## src/rtl/dsp48a1_slice_if.sv

```systemverilog
// Bus bundle for the dsp48a1_slice arithmetic slice.
// Carries the operand inputs, clock enables and result outputs. Clock and
// per-stage resets stay as plain ports on the slice itself.
//   master: drives operands/enables, receives results (e.g. a controller or bench)
//   slave : the slice itself
interface dsp48a1_slice_if;
  logic [17:0] A;
  logic [17:0] B;
  logic [17:0] BCIN;
  logic [17:0] D;
  logic [47:0] C;
  logic [47:0] PCIN;
  logic        CARRYIN;
  logic [7:0]  OPMODE;
  logic        CEA, CEB, CEC, CED, CEM, CEP, CECARRYIN, CEOPMODE;
  logic [17:0] BCOUT;
  logic [35:0] M;
  logic [47:0] P;
  logic [47:0] PCOUT;
  logic        CARRYOUT;
  logic        CARRYOUTF;

  modport master (
    output A, B, BCIN, D, C, PCIN, CARRYIN, OPMODE,
    output CEA, CEB, CEC, CED, CEM, CEP, CECARRYIN, CEOPMODE,
    input  BCOUT, M, P, PCOUT, CARRYOUT, CARRYOUTF
  );

  modport slave (
    input  A, B, BCIN, D, C, PCIN, CARRYIN, OPMODE,
    input  CEA, CEB, CEC, CED, CEM, CEP, CECARRYIN, CEOPMODE,
    output BCOUT, M, P, PCOUT, CARRYOUT, CARRYOUTF
  );
endinterface

```

## src/rtl/dsp48a1_slice.sv

```systemverilog
// Behavioural Spartan-6 DSP48A1 slice: optional D+/-B pre-adder, 18x18
// unsigned multiplier, 48-bit post-adder/subtracter with X/Z muxes and carry.
// Every pipeline stage is an optional register (parameter = 1) or a wire (0).
// Ports:
//   clk                 rising-edge clock
//   RSTA..RSTOPMODE     per-stage asynchronous active-low resets
//   bus (slave)         operands A/B/BCIN/D/C/PCIN/CARRYIN/OPMODE, clock
//                       enables, results BCOUT/M/P/PCOUT/CARRYOUT/CARRYOUTF
module dsp48a1_slice #(
  parameter int    A0REG       = 0,
  parameter int    A1REG       = 1,
  parameter int    B0REG       = 0,
  parameter int    B1REG       = 1,
  parameter int    CREG        = 1,
  parameter int    DREG        = 1,
  parameter int    MREG        = 1,
  parameter int    PREG        = 1,
  parameter int    CARRYINREG  = 1,
  parameter int    CARRYOUTREG = 1,
  parameter int    OPMODEREG   = 1,
  parameter string CARRYINSEL  = "OPMODE5",
  parameter string B_INPUT     = "DIRECT"
) (
  input logic clk,
  input logic RSTA,
  input logic RSTB,
  input logic RSTC,
  input logic RSTD,
  input logic RSTM,
  input logic RSTP,
  input logic RSTCARRYIN,
  input logic RSTOPMODE,
  dsp48a1_slice_if.slave bus
);

  localparam bit B_DIRECT  = (B_INPUT == "DIRECT");
  localparam bit B_CASCADE = (B_INPUT == "CASCADE");
  localparam bit CIN_OP5   = (CARRYINSEL == "OPMODE5");
  localparam bit CIN_PORT  = (CARRYINSEL == "CARRYIN");

  logic [17:0] b_src, b0, b1, pre, a0, a1, d_val;
  logic [47:0] c_val, x_mux, z_mux, p_val;
  logic [35:0] mult, m_val;
  logic [7:0]  opm;
  logic [48:0] sum;
  logic        cin_sel, cin, cout;

  // ---------------- operand sources ----------------
  always_comb begin
    b_src = '0;
    if (B_DIRECT)       b_src = bus.B;
    else if (B_CASCADE) b_src = bus.BCIN;
  end

  always_comb begin
    cin_sel = 1'b0;
    if (CIN_OP5)       cin_sel = opm[5];
    else if (CIN_PORT) cin_sel = bus.CARRYIN;
  end

  // ---------------- input-stage registers ----------------
  if (A0REG != 0) begin : g_a0
    always_ff @(posedge clk or negedge RSTA)
      if (!RSTA)        a0 <= '0;
      else if (bus.CEA) a0 <= bus.A;
  end else begin : g_a0_w
    assign a0 = bus.A;
  end

  if (A1REG != 0) begin : g_a1
    always_ff @(posedge clk or negedge RSTA)
      if (!RSTA)        a1 <= '0;
      else if (bus.CEA) a1 <= a0;
  end else begin : g_a1_w
    assign a1 = a0;
  end

  if (B0REG != 0) begin : g_b0
    always_ff @(posedge clk or negedge RSTB)
      if (!RSTB)        b0 <= '0;
      else if (bus.CEB) b0 <= b_src;
  end else begin : g_b0_w
    assign b0 = b_src;
  end

  if (DREG != 0) begin : g_d
    always_ff @(posedge clk or negedge RSTD)
      if (!RSTD)        d_val <= '0;
      else if (bus.CED) d_val <= bus.D;
  end else begin : g_d_w
    assign d_val = bus.D;
  end

  if (CREG != 0) begin : g_c
    always_ff @(posedge clk or negedge RSTC)
      if (!RSTC)        c_val <= '0;
      else if (bus.CEC) c_val <= bus.C;
  end else begin : g_c_w
    assign c_val = bus.C;
  end

  if (OPMODEREG != 0) begin : g_op
    always_ff @(posedge clk or negedge RSTOPMODE)
      if (!RSTOPMODE)        opm <= '0;
      else if (bus.CEOPMODE) opm <= bus.OPMODE;
  end else begin : g_op_w
    assign opm = bus.OPMODE;
  end

  // ---------------- pre-adder and B1 stage ----------------
  always_comb begin
    pre = b0;
    if (opm[4]) pre = opm[6] ? (d_val - b0) : (d_val + b0);
  end

  if (B1REG != 0) begin : g_b1
    always_ff @(posedge clk or negedge RSTB)
      if (!RSTB)        b1 <= '0;
      else if (bus.CEB) b1 <= pre;
  end else begin : g_b1_w
    assign b1 = pre;
  end

  // ---------------- multiplier and M stage ----------------
  assign mult = {18'd0, a1} * {18'd0, b1};

  if (MREG != 0) begin : g_m
    always_ff @(posedge clk or negedge RSTM)
      if (!RSTM)        m_val <= '0;
      else if (bus.CEM) m_val <= mult;
  end else begin : g_m_w
    assign m_val = mult;
  end

  // ---------------- carry-in stage ----------------
  if (CARRYINREG != 0) begin : g_cin
    always_ff @(posedge clk or negedge RSTCARRYIN)
      if (!RSTCARRYIN)        cin <= 1'b0;
      else if (bus.CECARRYIN) cin <= cin_sel;
  end else begin : g_cin_w
    assign cin = cin_sel;
  end

  // ---------------- X/Z muxes and post-adder ----------------
  always_comb begin
    x_mux = '0;
    case (opm[1:0])
      2'd1:    x_mux = {12'd0, m_val};
      2'd2:    x_mux = p_val;
      2'd3:    x_mux = {d_val[11:0], a1, b1};
      default: x_mux = '0;
    endcase
  end

  always_comb begin
    z_mux = '0;
    case (opm[3:2])
      2'd1:    z_mux = bus.PCIN;
      2'd2:    z_mux = p_val;
      2'd3:    z_mux = c_val;
      default: z_mux = '0;
    endcase
  end

  // Subtract mode folds the carry into X before subtracting, so bit 48
  // acts as a borrow flag in that mode.
  always_comb begin
    sum = '0;
    if (opm[7]) sum = {1'b0, z_mux} - ({1'b0, x_mux} + {48'd0, cin});
    else        sum = {1'b0, z_mux} + {1'b0, x_mux} + {48'd0, cin};
  end

  // ---------------- P and carry-out stages ----------------
  if (PREG != 0) begin : g_p
    always_ff @(posedge clk or negedge RSTP)
      if (!RSTP)        p_val <= '0;
      else if (bus.CEP) p_val <= sum[47:0];
  end else begin : g_p_w
    assign p_val = sum[47:0];
  end

  // Carry-out shares the P reset but is enabled with the carry-in stage.
  if (CARRYOUTREG != 0) begin : g_co
    always_ff @(posedge clk or negedge RSTP)
      if (!RSTP)              cout <= 1'b0;
      else if (bus.CECARRYIN) cout <= sum[48];
  end else begin : g_co_w
    assign cout = sum[48];
  end

  // ---------------- outputs ----------------
  assign bus.BCOUT     = b1;
  assign bus.M         = m_val;
  assign bus.P         = p_val;
  assign bus.PCOUT     = p_val;
  assign bus.CARRYOUT  = cout;
  assign bus.CARRYOUTF = cout;

endmodule

```

## src/flat_wrapper.sv

```systemverilog
// flat-port wrapper written by rule: the top's interface ports become plain ports
module dsp48a1_slice_flat 
#(
  parameter int    A0REG       = 0,
  parameter int    A1REG       = 1,
  parameter int    B0REG       = 0,
  parameter int    B1REG       = 1,
  parameter int    CREG        = 1,
  parameter int    DREG        = 1,
  parameter int    MREG        = 1,
  parameter int    PREG        = 1,
  parameter int    CARRYINREG  = 1,
  parameter int    CARRYOUTREG = 1,
  parameter int    OPMODEREG   = 1,
  parameter string CARRYINSEL  = "       ",
  parameter string B_INPUT     = "      "
)
  (clk, RSTA, RSTB, RSTC, RSTD, RSTM, RSTP, RSTCARRYIN, RSTOPMODE, bus_A, bus_B, bus_BCIN, bus_D, bus_C, bus_PCIN, bus_CARRYIN, bus_OPMODE, bus_CEA, bus_CEB, bus_CEC, bus_CED, bus_CEM, bus_CEP, bus_CECARRYIN, bus_CEOPMODE, bus_BCOUT, bus_M, bus_P, bus_PCOUT, bus_CARRYOUT, bus_CARRYOUTF);
  dsp48a1_slice_if bus_i ();
  input logic clk;
  input logic RSTA;
  input logic RSTB;
  input logic RSTC;
  input logic RSTD;
  input logic RSTM;
  input logic RSTP;
  input logic RSTCARRYIN;
  input logic RSTOPMODE;
  input wire logic [$bits(bus_i.A)-1:0] bus_A;
  input wire logic [$bits(bus_i.B)-1:0] bus_B;
  input wire logic [$bits(bus_i.BCIN)-1:0] bus_BCIN;
  input wire logic [$bits(bus_i.D)-1:0] bus_D;
  input wire logic [$bits(bus_i.C)-1:0] bus_C;
  input wire logic [$bits(bus_i.PCIN)-1:0] bus_PCIN;
  input wire logic [$bits(bus_i.CARRYIN)-1:0] bus_CARRYIN;
  input wire logic [$bits(bus_i.OPMODE)-1:0] bus_OPMODE;
  input wire logic [$bits(bus_i.CEA)-1:0] bus_CEA;
  input wire logic [$bits(bus_i.CEB)-1:0] bus_CEB;
  input wire logic [$bits(bus_i.CEC)-1:0] bus_CEC;
  input wire logic [$bits(bus_i.CED)-1:0] bus_CED;
  input wire logic [$bits(bus_i.CEM)-1:0] bus_CEM;
  input wire logic [$bits(bus_i.CEP)-1:0] bus_CEP;
  input wire logic [$bits(bus_i.CECARRYIN)-1:0] bus_CECARRYIN;
  input wire logic [$bits(bus_i.CEOPMODE)-1:0] bus_CEOPMODE;
  output wire logic [$bits(bus_i.BCOUT)-1:0] bus_BCOUT;
  output wire logic [$bits(bus_i.M)-1:0] bus_M;
  output wire logic [$bits(bus_i.P)-1:0] bus_P;
  output wire logic [$bits(bus_i.PCOUT)-1:0] bus_PCOUT;
  output wire logic [$bits(bus_i.CARRYOUT)-1:0] bus_CARRYOUT;
  output wire logic [$bits(bus_i.CARRYOUTF)-1:0] bus_CARRYOUTF;
  assign bus_i.A = bus_A;
  assign bus_i.B = bus_B;
  assign bus_i.BCIN = bus_BCIN;
  assign bus_i.D = bus_D;
  assign bus_i.C = bus_C;
  assign bus_i.PCIN = bus_PCIN;
  assign bus_i.CARRYIN = bus_CARRYIN;
  assign bus_i.OPMODE = bus_OPMODE;
  assign bus_i.CEA = bus_CEA;
  assign bus_i.CEB = bus_CEB;
  assign bus_i.CEC = bus_CEC;
  assign bus_i.CED = bus_CED;
  assign bus_i.CEM = bus_CEM;
  assign bus_i.CEP = bus_CEP;
  assign bus_i.CECARRYIN = bus_CECARRYIN;
  assign bus_i.CEOPMODE = bus_CEOPMODE;
  assign bus_BCOUT = bus_i.BCOUT;
  assign bus_M = bus_i.M;
  assign bus_P = bus_i.P;
  assign bus_PCOUT = bus_i.PCOUT;
  assign bus_CARRYOUT = bus_i.CARRYOUT;
  assign bus_CARRYOUTF = bus_i.CARRYOUTF;
  dsp48a1_slice #(.A0REG(A0REG), .A1REG(A1REG), .B0REG(B0REG), .B1REG(B1REG), .CREG(CREG), .DREG(DREG), .MREG(MREG), .PREG(PREG), .CARRYINREG(CARRYINREG), .CARRYOUTREG(CARRYOUTREG), .OPMODEREG(OPMODEREG), .CARRYINSEL(CARRYINSEL), .B_INPUT(B_INPUT)) u_core (.clk(clk), .RSTA(RSTA), .RSTB(RSTB), .RSTC(RSTC), .RSTD(RSTD), .RSTM(RSTM), .RSTP(RSTP), .RSTCARRYIN(RSTCARRYIN), .RSTOPMODE(RSTOPMODE), .bus(bus_i));
endmodule
```

## config.mk

```make
export PLATFORM = sky130hd
export DESIGN_NAME = dsp48a1_slice_flat
export DESIGN_NICKNAME = d
export VERILOG_FILES = /design/src/rtl/dsp48a1_slice_if.sv /design/src/rtl/dsp48a1_slice.sv /design/src/flat_wrapper.sv
export SDC_FILE = /design/constraint.sdc
export NUM_CORES = 1
export LEC_CHECK = 0
export CORE_AREA = 2 2 224 226
export DETAILED_ROUTE_END_ITERATION = 7
export DIE_AREA = 0 0 226 228
export GPL_ROUTABILITY_DRIVEN = 1
export PLACE_DENSITY = 0.84
export SYNTH_ARGS = -nofsm -noshare
export SYNTH_HDL_FRONTEND = slang
export SYNTH_SLANG_ARGS = --single-unit
```

## constraint.sdc

```tcl
create_clock -name clk -period 6.9 [get_ports clk]
set_clock_uncertainty 0.1 [all_clocks]
set_input_delay 1.725 -clock clk [delete_from_list [all_inputs] [get_ports clk]]
set_output_delay 1.725 -clock clk [all_outputs]
set_load 0.05 [all_outputs]
```

# Word level (Yosys, flattened, before mapping)
# Cells that the tools add are included.
dict set report classes {
  div_mod_pow 0
  shift 0
  n_addsub 2
  mul 1
  eq_ne 6
  muxes 4
  bitwise_logic 0
  reduce_logical 0
  magnitude_cmp 0
}
# operator count
set op_table {}
lappend op_table {{48-bit one-hot mux with 3 select lines} 2}
lappend op_table {{48-bit by 48-bit adder with 49-bit output} 1}
lappend op_table {{49-bit two-way mux} 1}
lappend op_table {{48-bit by 48-bit subtractor with 49-bit output} 1}
lappend op_table {{18-bit by 18-bit multiplier with 36-bit output} 1}
lappend op_table {{18-bit two-way mux} 1}
lappend op_table {{2-bit == test, second input constant} 4}
lappend op_table {{2-bit by 1-bit == test with 1-bit output, second input constant} 2}
dict set report word_totals {
  mem_bits_rw 0
  out_inout_bits 152
  mem_count 0
  mem_bits_ro 0
  regBits 195
  latch_bits 0
  input_bits 194
}

# Logic depth before layout (Yosys ltp)
# Gate-level depths: netlist of run 1.
dict set report logic_depth {
  depth_word 4
  mapped_depth 25
  depth_no_buf 23
}

# Worst setup path before layout of run 1
# Ideal clock, no wire load.
dict set report synth_path {
  path_kind {reg2reg}
  startpoint {reg u_core.b1[3] (netlist: u_core.bus.BCOUT[3])}
  endpoint {reg u_core.m_val[31] (netlist: u_core.bus.M[31])}
  arrival_ns 6.443
  path_buffers 2
  setup_time_ns 0.120
  period_less_slack_ns 6.663
  path_stages_with_launch 22
  setup_slack_ns 0.237
  cell_sequence {dfrtp_1 -> clkbuf_1 -> clkbuf_1 -> nand2_1 -> fa_1 -> fa_1 -> fa_1 -> inv_1 -> fa_1 -> fa_1 -> inv_1 -> fa_1 -> inv_1 -> ha_1 -> a21oi_1 -> or3_1 -> o21ai_0 -> a2111o_1 -> a32oi_1 -> a211oi_1 -> or3_1 -> a31o_2}
}
dict set report synth_between {
  elab_chain_cells 1
}
# element line_no
set synth_rtl {}
lappend synth_rtl {{from (decl)} dsp48a1_slice.sv:41} ;# logic [17:0] b_src, b0, b1, pre, a0, a1, d_val;
lappend synth_rtl {{from (signal assigned)} dsp48a1_slice.sv:119} ;# else if (bus.CEB) b1 <= pre;
lappend synth_rtl {{18-bit by 18-bit multiplier with 36-bit output} dsp48a1_slice.sv:125} ;# assign mult = {18'd0, a1} * {18'd0, b1};
lappend synth_rtl {{to (signal assigned)} dsp48a1_slice.sv:130} ;# else if (bus.CEM) m_val <= mult;
lappend synth_rtl {{to (decl)} dsp48a1_slice.sv:43} ;# logic [35:0] mult, m_val;
# No other way between the ends.
# A chain may end at the register's enable or synchronous reset.

# Worst setup path after layout of run 1
dict set report layout_path {
  startpoint {reg u_core.a1[4]}
  endpoint {reg u_core.m_val[32] (netlist: u_core.bus.M[32])}
}
dict set report layout_between {
  elab_chain_cells 1
}
# element line_no
set layout_rtl {}
lappend layout_rtl {{from (decl)} dsp48a1_slice.sv:41}
lappend layout_rtl {{from (signal assigned)} dsp48a1_slice.sv:72} ;# if (!RSTA) a1 <= '0;
lappend layout_rtl {{from (signal assigned)} dsp48a1_slice.sv:73} ;# else if (bus.CEA) a1 <= a0;
lappend layout_rtl {{18-bit by 18-bit multiplier with 36-bit output} dsp48a1_slice.sv:125}
# No other way between the ends.

==> run_results.csv, run 1 <==
group,metric,value,unit
outcome,status,"completed",
timing,fin_crit,6768,ps
cts,tritoncts,"yes",
final_layout,utilization,0.5649,
setup_path,critPathLaunchType,"flip-flop",
cts,max-clock-path-buffers,2,
logic_synthesis,yosys.area.top_type,"fa_1",
detailed_routing,vias_per_cell,5.886,
detailed_routing,wire_per_inst,21.18,um
setup_path,timing_worst_setup_path_type,"reg -> reg",
cts,cts-root-buf,"clkbuf_16",
logic_synthesis,async_flop_share,1.000,
cts,clk_transition_reported_paths,90,ps
logic_synthesis,synthesis.area,23840,sq um
logic_synthesis,synth.most_common_cell,"inv_1",
timing,relSlewSlack,0.1783,
detailed_routing,vias,20140,
timing,timing.final.crit_share,0.9809,
timing,worst_slew_pin_slew,1233,ps
global_routing,overflow,0,
flow_run,maxCapViolations,0,
detailed_routing,routed_wl,72460,um
floorplan,io_pins,346,
global_routing,grt_pass1_wl,114600,um
placed_design,port_buffers,305,
logic_synthesis,ys_warn_count,0,
detailed_routing,drt.antenna.violating_nets,0,
timing,tns,0,ps
setup_path,critPathRequiredTime,7190,ps
global_routing,grt.total_usage,0.2862,
global_routing,grt_util_met2,0.4618,
hold_path,hold_path_end,"u_core.c_val[14]",
global_routing,antenna_found_initial,4,
floorplan,core_area,49350,sq um
final_layout,nets,3344,
hold_path,worst_hold_path_type,"reg -> reg",
power_and_ir_drop,pwr_density_cell,501.3,nW/um^2
timing,timing.fmax,147.7,MHz
timing,hold_viol_final,0,
power_and_ir_drop,p_total,13.97,mW
global_routing,grt_max_degree,51,
setup_path,end_kind,"flip-flop",
placed_design,dp_hpwl,56580,um
power_and_ir_drop,p_leak,12.94,nW
floorplan,initial_core_util,0.4831,
logic_synthesis,synth.top_cell.area_share,0.2158,
placed_design,dp.cells,3387,
logic_synthesis,syn_avg_cell_area,9.391,sq um
cts,cts.htree.levels,4,
hold_path,hold_depth,1,
setup_path,crit_arrival,7050,ps
cts,insertion_delay,490,ps
global_routing,grt_util_met3,0.06350,
cts,postCtsSetupRepairBufs,0,
cts,clock_sinks,193,
floorplan,die_h,228,um
logic_synthesis,syn_inst,2539,
setup_path,reg2reg_from,"u_core.a1[4]",
power_and_ir_drop,irDropWorstVdd,565.4,uV
floorplan,rows,82,
detailed_routing,drt_iter0_drc,1920,
logic_synthesis,ys_ff_latch,193,
floorplan,die_w,226,um
logic_synthesis,syn-num-nets,3149,
global_routing,grt_util_met1,0.3624,
timing,slew_violations,0,
logic_synthesis,synth_area_leaders,"fa_1 (22%), dfrtp_1 (20%), mux2_2 (11%)",
setup_path,r2r_slack,130,ps
detailed_routing,drc_errors,0,
detailed_routing,first_pass_iters,5,
timing,rsz0062_at_grt,"false",
logic_synthesis,synth_enable_flop_cells,0,
timing,setup_viol_count_final,0,
logic_synthesis,seq_area_frac_synth,0.2026,
logic_synthesis,yosysUniqueCellTypes,73,
setup_path,cp_max_fo,14,
placed_design,gp_congestion,1.011,
global_routing,busiest_layer,"met2",
floorplan,dieArea,51530,sq um
setup_path,worstReg2RegEnd,"u_core.bus.M[32]",
cts,hold_buffers,0,
cts,numCtsBuffers,17,
logic_synthesis,synth_common_cells,"inv_1 (346), fa_1 (257), nand2_1 (257)",
hold_path,hold_start,"u_core.c_val[14]",
final_layout,layout.cells.non_filler,3422,
final_layout,drive_above_1_share,0.1383,
final_layout,area_growth,16.92,%
setup_path,reg2regPathDepth,23,
global_routing,grt_pass1_vias,21380,
logic_synthesis,synthFlopType,"dfrtp_1",
timing,whs,409.6,ps
## routing by layer
layer	vias to the layer above	wire (um)	part of all wire
met1	9984	27690	0.38
met4	2	3728	0.051
li1	8742	-	-
met5	-	11	0.00015
met3	271	7066	0.098
met2	1142	33970	0.47
## worst max-delay path: stages (launching register included)
cell and delay [ps]:
dfrtp_1 820, nand2_1 200, fa_1 560, inv_1 50, fa_1 410, inv_1 100
fa_1 440, inv_1 100, fa_1 420, fa_1 500, inv_1 60, fa_1 470
inv_1 40, ha_1 310, buf_4 140, nand4_1 160, nor3_1 220, nand3_1 160
nand3b_1 210, a21oi_1 90, buf_4 160, o41ai_1 500, xor2_1 130, mux2_2 280
## state kept, by name, summed over array words and instances, names as in the netlist
name	flops
u_core.d_val	18
u_core.a1	18
u_core.bus.P	48
u_core.bus.M	36
u_core.bus.BCOUT	18
u_core.c_val	48
u_core.opm	6
u_core.bus.CARRYOUT	1
## layout by cell type (no fill, tap or decap), drive strengths merged, types with 4 or more instances in the layout
| cell | count |
|---|---|
| o21bai | 17 |
| xnor2 | 77 |
| nor3 | 26 |
| a21oi | 108 |
| clkinv | 4 |
| o211ai | 8 |
| ha | 159 |
| nor2b | 14 |
| buf | 71 |
| a22o | 80 |
| nor2 | 74 |
| inv | 356 |
| or3 | 7 |
| or2 | 5 |
| mux2 | 237 |
| o21ai | 70 |
| dfrtp | 193 |
| clkdlybuf4s50 | 299 |
| a21o | 39 |
| o21a | 14 |
| nor4 | 8 |
| a31oi | 14 |
| and2 | 145 |
| nand2b | 11 |
| nand4 | 13 |
| fa | 257 |
| xor2 | 25 |
| o31ai | 10 |
| clkbuf | 17 |
| nand3 | 39 |
| nand2 | 257 |
| o41ai | 4 |
| and3 | 11 |
| a31o | 9 |
| a22oi | 7 |
| a211oi | 12 |
## kinds of logic after synthesis
kind of cell,synth area share
AND/OR/NAND/NOR,0.1311
buffers and inverters,0.09546
AO/OA/AOI/OAI,0.1216
multiplexers,0.1125
XOR/XNOR,0.03747
flip-flops,0.2026
adder cells (fa/ha/maj),0.2992
## power breakdown
part           switching [mW]  internal (mW)  leakage, nW
clock                   0.558          0.524        0.294
sequential              0.639           1.48         2.28
combinational            6.31           4.47         10.4
## area by class of cell
cell class / instances / area [sq um]
inverter: 347 / 1303
timing repair buffer: 370 / 3523
multi-input combinational: 1805 / 16740
tap: 672 / 840.8
antenna: 3 / 7.507
fill: 4117 / 21470
clock buffer: 17 / 425.4
clock inverter: 15 / 181.4
sequential: 193 / 4852
## repair_timing
item	in CTS	in global routing
endpoints found under the setup margin	0	8
gates resized for setup	0	15
hold endpoints to repair	0	0
## worst max path at each step
| stage | from | to | slack (ps) | cells past startpoint |
|---|---|---|---|---|
| after detailed placement | u_core.a1[8] | u_core.bus.M[30] | 130 | 21 |
| after global routing | u_core.bus.BCOUT[9] | u_core.bus.M[33] | 5 | 21 |
| final | u_core.a1[4] | u_core.bus.M[32] | 130 | 23 |
| after global placement | u_core.a1[8] | u_core.bus.M[33] | 300 | 21 |
| after floorplan | u_core.bus.BCOUT[3] | u_core.bus.M[31] | 240 | 21 |
| after CTS | u_core.a1[8] | u_core.bus.M[30] | 100 | 21 |
## metrics by stage
step                setup slack [ps]  area (sq um)
floorplan                      237.2         23840
global placement               297.3         27240
detailed placement             131.0         27240
CTS                            96.12         27850
global route                   5.318         27870
finish                         131.7         27880
Note: power is estimated with default switching activity, not from simulation.
==> inputs of run 2 (changes only) <==
--- a/config.mk
+++ b/config.mk
@@ -10,6 +10,7 @@
 export DIE_AREA = 0 0 226 228
 export GPL_ROUTABILITY_DRIVEN = 1
 export PLACE_DENSITY = 0.84
+export SLEW_MARGIN = 0
 export SYNTH_ARGS = -nofsm -noshare
 export SYNTH_HDL_FRONTEND = slang
 export SYNTH_SLANG_ARGS = --single-unit
==> results of run 2 <==
Final layout, timing and power as in run 1 (identical DEF).
